File: src/rtl/pe256_scalable.sv
// 256-input highest-index priority encoder, split into a 16x16 array: the top
// non-empty row is chosen first, then the top set bit inside that row.

module pe256_pe16 (
  input  logic [15:0] in,
  output logic [3:0]  idx,
  output logic        any
);
  // Ascending scan, so the last set bit seen (the highest index) wins.
  always_comb begin
    idx = 4'd0;
    for (int i = 0; i < 16; i++) begin
      if (in[i]) idx = 4'(i);
    end
    any = |in;
  end
endmodule

module pe256_mux16 (
  input  logic [255:0] rows,
  input  logic [3:0]   sel,
  output logic [15:0]  out
);
  assign out = rows[{sel, 4'b0000} +: 16];
endmodule

module pe256_scalable (
  input  logic         clk,
  input  logic         rst,
  input  logic [255:0] d,
  output logic [7:0]   q,
  output logic         v
);
  logic [15:0] row_valid;
  logic [3:0]  row_idx;
  logic        row_any;
  logic [15:0] sel_row;
  logic [3:0]  col_idx;
  logic        col_any;
  logic [7:0]  q_d, q_q;
  logic        v_d, v_q;

  always_comb begin
    row_valid = 16'd0;
    for (int r = 0; r < 16; r++) begin
      row_valid[r] = |d[16*r +: 16];
    end
  end

  pe256_pe16 u_row_enc (
    .in  (row_valid),
    .idx (row_idx),
    .any (row_any)
  );

  pe256_mux16 u_row_mux (
    .rows (d),
    .sel  (row_idx),
    .out  (sel_row)
  );

  pe256_pe16 u_col_enc (
    .in  (sel_row),
    .idx (col_idx),
    .any (col_any)
  );

  // An empty vector yields index 0; v is what tells it apart from bit 0.
  always_comb begin
    q_d = row_any ? {row_idx, col_idx} : 8'd0;
    v_d = row_any & col_any;
  end

  always_ff @(posedge clk) begin
    if (rst) begin
      q_q <= 8'd0;
      v_q <= 1'b0;
    end else begin
      q_q <= q_d;
      v_q <= v_d;
    end
  end

  assign q = q_q;
  assign v = v_q;
endmodule

File: config.mk
export PLATFORM = sky130hd
export DESIGN_NAME = pe256_scalable
export DESIGN_NICKNAME = d
export VERILOG_FILES = /design/src/rtl/pe256_scalable.sv
export SDC_FILE = /design/constraint.sdc
export NUM_CORES = 1
export LEC_CHECK = 0
export ABC_CLOCK_PERIOD_IN_PS = 3500
export BUFFER_PORTS_ARGS = -buffer_cell sky130_fd_sc_hd__buf_2
export CAP_MARGIN = 0
export CORE_MARGIN = 5
export CORE_UTILIZATION = 30
export DETAILED_ROUTE_END_ITERATION = 10
export PLACE_DENSITY = 0.66
export SYNTH_ARGS = -nofsm -noshare
export SYNTH_HDL_FRONTEND = slang
export SYNTH_HIERARCHICAL = 1
export SYNTH_SLANG_ARGS = --single-unit
File: constraint.sdc
create_clock -name clk -period 3.5 [get_ports clk]
set_input_delay 0.175 -clock clk [delete_from_list [all_inputs] [get_ports clk]]
set_output_delay 0.175 -clock clk [all_outputs]
set_load 0.005 [all_outputs]
==> metrics.csv, run 1 <==
metric;value;unit
powerDensity;113;nW/um^2
gp_congestion;0.971;
synth_cell_type_count;29;
dp_cells;754;
synth_top_area_share;40.2;%
clockBufferDepth;2;
finalHoldViolCount;0;
worst_hold_slack;0.288;ns
crit_cells;17;
status;complete, but fails checks;
cts_sinks;9;
critPathLaunchType;input pin;
drc;0;
detail-route-antenna-nets;0;
stdcell_count;771;
path_cells;buf_8 -> nor4_4 -> buf_4 -> nand4_1 -> or3b_1 -> a311oi_2 -> a31oi_4 -> buf_6 -> buf_12 -> buf_12 -> mux4_2 -> a22oi_2 -> nand2_2 -> nor4_4 -> nand3_1 -> or2_1 -> and2_1;
routed_via_density;5.98;
syn-cell-area;3020;um^2
multi_input_area;2980;um^2
overflow;0;
maxCapViolCount;0;
crit_required;3.64;ns
slew_headroom;67.4;%
num_rows;36;
setup_viol;1;
routed-via-count;4613;
max_freq;0.283;GHz
grt_max_degree;21;
pre_cts_ws;-0.437;ns
die_h;110;um
cp_max_fo;6;
firstDrtPassIters;4;
critPathCapture;v;
global_route.usage.met1;32.9;%
seq_area_frac_synth;5.96;%
n_antenna_cell;0;
n_fill_cell;950;
min_period;3.53;ns
grt_pass1_vias;5107;
nNetsFinal;897;
synth.most_common_cell;nor4_1;
crit_path_start;d[151];
synthTopCellsByCount;66 x nor4_1, 54 x mux4_2, 32 x a22oi_1, 19 x nor2_1;
clk_pin_slew_worst_paths;0.05;ns
synth.area.top_cells;mux4_2 40%, nor4_1 14%, mux4_1 8.7%, a22oi_1 7.9%, dfxtp_1 6.0%;
track_usage;27.5;%
dp_hpwl;15.9;mm
ctsHtreeMaxLevel;1;
syn_area_per_cell;10.4;um^2
period_share;101;%
grt_use_met2;49.2;%
crit_buf_inv;5;
core-area;9820;um^2
holdCritPathClass;in2reg;
wl_per_cell;23.3;um
rsz0062_at_grt;true;
drive_gt1_share;74.9;%
synthCells;292;
grt_pass1_wl;27.1;mm
peakVddDrop;0.108;mV
ys.flop_type;dfxtp_1;
die_area;12200;um^2
tightest_slew;0.484;ns
violations;negative setup slack;
numPortBuffers;266;
busiest_layer;met2;
slew_viol_final;0;
ys_seq_elements;9;
antenna_found_initial;0;
leakagePower;2.57;nW
drt_first_iter_violations;267;
syn_nets;550;
io_pins;267;
synth.largest_area_cell;mux4_2;
worstSetupPathType;in2reg;
wirelength;18.0;mm
cp_top_family;simple AND/OR/NAND/NOR gates;
crit_slowest_cell;or3b_1;
worstHoldStart;rst;
cp.arrival;3.67;ns
cts_buffers;3;
synthArstFlopShare;0;%
cts_tree;yes;
start_util;30.8;%
synth-edff-count;0;
seq_area;180;um^2
root_buffer;clkbuf_8;
max_stage_delay;0.43;ns
use_met3;6.35;%
fin_ws;-0.0278;ns
ys.warnings.count;6;
die_w;110;um
area_growth;86.1;%
worstSetupEndpointType;flop;
per-stage QoR:
stage / area, um^2 / util [%] / setup TNS [ns] / power, mW
floorplan: 3020 / - / 0 / 0.220
CTS: 5430 / 55.3 / -0.0138 / 0.616
global route: 5630 / 57.3 / -0.301 / 0.669
detailed placement: 5150 / 52.4 / -1.66 / 0.480
global placement: 5150 / 52.4 / -1.55 / 0.477
finish: 5630 / 57.3 / -0.0278 / 0.638
report_power, final:
part | internal [mW] | total, mW | switching, mW
clock | 0.0780 | 0.124 | 0.0462
combinational | 0.225 | 0.403 | 0.178
sequential | 0.109 | 0.111 | 0.00183
layer usage:
layer / share of wire (%) / vias up / wire, um
met1: 37 / 2253 / 6640
met3: 8.9 / 41 / 1590
met4: 2.3 / 0 / 421
met5: 0 / - / 0
li1: - / 2032 / -
met2: 52 / 287 / 9350
flip-flops by register name, summed over array words and instances (netlist names):
register  flops
q             8
v             1
how the worst min path moves through the flow:
stage	cells after the start	end	slack (ns)
2_1_floorplan	2	q[4]	0.39
3_3_place_gp	3	q[5]	0.54
3_5_place_dp	3	q[4]	0.55
4_1_cts	3	q[4]	0.29
5_1_grt	3	v	0.31
6_report	3	v	0.29
area by class of cell:
class | instances | share of cell area (%)
clock buffers | 3 | 0.734
inverters | 2 | 0.133
flip-flops and latches | 9 | 3.20
well taps | 133 | 2.96
multi-input cells | 260 | 53.0
repair buffers | 363 | 39.9
clock inverters | 1 | 0.0889
logic make-up (layout without fill, tap and decap cells):
family	Yosys count	after routing	share of synthesized area [%]
AND/OR/NAND/NOR	152	152	29.5
AO/OA/AOI/OAI	44	44	11.1
multiplexers	64	64	48.9
buffers and inverters	23	369	4.59
flip-flops	9	9	5.96
timing repair:
item / CTS / global route
resized for setup: 28 / 48
pin swaps: 13 / 30
endpoints found under the setup margin: 4 / 5
hold endpoints to repair: 0 / 0
buffers inserted: 5 / 8
gates cloned: 2 / 0
hold buffers: 0 / 0
cell usage in the layout (no fill, tap or decap), types with 6 or more instances in the layout:
cell	count
a22oi_1	12
a22oi_2	20
and2_1	9
buf_12	10
buf_2	262
buf_4	80
buf_6	8
dfxtp_1	9
mux4_1	8
mux4_2	56
nand2_1	10
nand2_2	6
nand3_1	6
nand4_1	16
nor2_1	14
nor4_1	57
nor4_2	7
worst min-delay path, cell delays in order:
cell,delay [ns]
buf_2,0.11
nor2b_4,0.06
and2_1,0.14
(Power assumes the default switching activity.)
==> run 2, diff against run 1 <==
--- a/config.mk
+++ b/config.mk
@@ -5,13 +5,15 @@
 export SDC_FILE = /design/constraint.sdc
 export NUM_CORES = 1
 export LEC_CHECK = 0
+export ABC_AREA = 1
 export ABC_CLOCK_PERIOD_IN_PS = 3500
 export BUFFER_PORTS_ARGS = -buffer_cell sky130_fd_sc_hd__buf_2
 export CAP_MARGIN = 0
 export CORE_MARGIN = 5
 export CORE_UTILIZATION = 30
+export CTS_BUF_LIST = sky130_fd_sc_hd__clkbuf_8
 export DETAILED_ROUTE_END_ITERATION = 10
-export PLACE_DENSITY = 0.66
+export PLACE_DENSITY = 0.57
 export SYNTH_ARGS = -nofsm -noshare
 export SYNTH_HDL_FRONTEND = slang
 export SYNTH_HIERARCHICAL = 1
==> metrics.csv, run 2 <==
metric;value;unit
crit_required;3.62;ns
die_w;137;um
max_stage_delay;0.18;ns
syn-cell-area;4810;um^2
dpl-instance-area;6340;um^2
synthCells;1140;
slew_viol_final;0;
cts_tree;yes;
wirelength;23.0;mm
drive_gt1_share;21.9;%
area_growth;34.9;%
clockBufferDepth;2;
seq_area_frac_synth;3.75;%
synth.largest_area_cell;nand2_1;
worstHoldStart;rst;
holdPathEnd;v;
crit_slowest_cell;clkbuf_16;
root_buffer;clkbuf_8;
grt_pass1_wl;33.9;mm
wl_per_cell;14.4;um
clk_pin_slew_worst_paths;0.05;ns
nNetsFinal;1640;
die_area;18700;um^2
worstSetupPathType;in2reg;
largest_reg_flops;8;
status;finished clean;
synth_top_area_share;35.7;%
ys.flop_type;dfxtp_1;
start_util;30.4;%
grt_pass1_vias;6788;
stdcell_area;6480;um^2
period_share;84.8;%
finalHoldViolCount;0;
tightest_slew;0.555;ns
firstDrtPassIters;5;
tns;0;ns
slew_headroom;62.9;%
worst_hold_slack;0.114;ns
max_freq;0.337;GHz
synth-edff-count;0;
num_rows;46;
maxCapViolCount;0;
peakVddDrop;0.123;mV
layout_common_cells;455 x nand2_1, 266 x buf_2, 231 x inv_1;
antenna_found_initial;1;
overflow;0;
synthArstFlopShare;0;%
cp_max_fo;13;
ys.warnings.count;6;
syn_area_per_cell;4.22;um^2
dp_cells;1589;
hold_buffers;0;
io_pins;267;
cts_sinks;9;
stdcell_count;1598;
numPortBuffers;266;
critPathLaunchType;input pin;
holdCritPathClass;in2reg;
syn_nets;1398;
gp_congestion;0.921;
detail-route-antenna-nets;0;
core-area;15800;um^2
rsz0062_at_grt;false;
synthTopCellsByCount;457 x nand2_1, 231 x inv_1, 198 x nand3_1, 181 x nor2_1;
die_h;137;um
routed-via-count;7240;
routed_via_density;4.53;
cpMostUsedCell;nand2_1;
ys_seq_elements;9;
ctsHtreeMaxLevel;1;
powerDensity;98.6;nW/um^2
grt_max_degree;66;
layout_commonest_cell;nand2_1;
drt_first_iter_violations;498;
synth_cell_type_count;15;
worstSetupEndpointType;flop;
final_util;41.0;%
leakagePower;4.30;nW
cts_buffers;3;
synth.area.top_cells;nand2_1 36%, nand3_1 21%, inv_1 18%, nor2_1 14%, dfxtp_1 3.7%;
synth.most_common_cell;nand2_1;
drc;0;
setup_viol;0;
cp.arrival;3.09;ns
hold_depth;2;
min_period;2.97;ns
track_usage;22.9;%
dp_hpwl;19.1;mm
## run 2: worst max path at each step
stage | start | endpoint | slack, ns
2_1_floorplan | d[47] | q[0] | 0.87
3_3_place_gp | d[47] | q[0] | 0.21
3_5_place_dp | d[47] | q[0] | 0.20
4_1_cts | d[47] | q[0] | 0.43
5_1_grt | d[47] | q[0] | 0.04
6_report | d[39] | q[0] | 0.53
## run 2: repair_timing
action                                  in CTS  in global routing
endpoints found under the setup margin       0                  2
resized for setup                            0                  4
setup buffers                                0                  1
## run 2: final cells by class
cell class | instances | area, um^2
well taps | 216 | 270
multi-input cells | 843 | 3450
flip-flops and latches | 9 | 180
clock inverters | 1 | 5.00
fillers | 1928 | 9340
clock buffers | 3 | 41.3
diodes | 1 | 2.50
inverters | 237 | 892
repair buffers | 288 | 1650
## run 2: worst max-delay path: cells and delay by family
family,cells,cell delay [ns]
buffers and inverters,6,0.62
AND/OR/NAND/NOR,37,2.32
## run 2: kinds of logic after synthesis
logic type	synth area share, %
buf+inv	24.9
compound gates	0.520
simple gates	70.8
flops	3.75
## run 2: metal layers
| layer | track usage (%) | vias up | wire (um) |
|---|---|---|---|
| met5 | 0 | - | 0 |
| met4 | 3.02 | 0 | 415 |
| met3 | 3.75 | 22 | 2080 |
| met2 | 41.7 | 313 | 10900 |
| met1 | 28.9 | 3079 | 9580 |
| li1 | - | 3826 | - |
## run 2: stage by stage
stage          power [mW]  setup WS [ns]
6_report            0.639          0.532
5_1_grt             0.710         0.0355
4_1_cts             0.644          0.431
3_5_place_dp        0.523          0.199
3_3_place_gp        0.524          0.214
2_1_floorplan       0.281          0.866
## run 2: report_power, final
group	switching, mW	leakage (nW)	internal [mW]	total, mW
registers	0.00123	0.0759	0.109	0.110
logic	0.225	4.20	0.187	0.412
clock network	0.0400	0.0255	0.0775	0.118
total	0.266	4.30	0.373	0.639
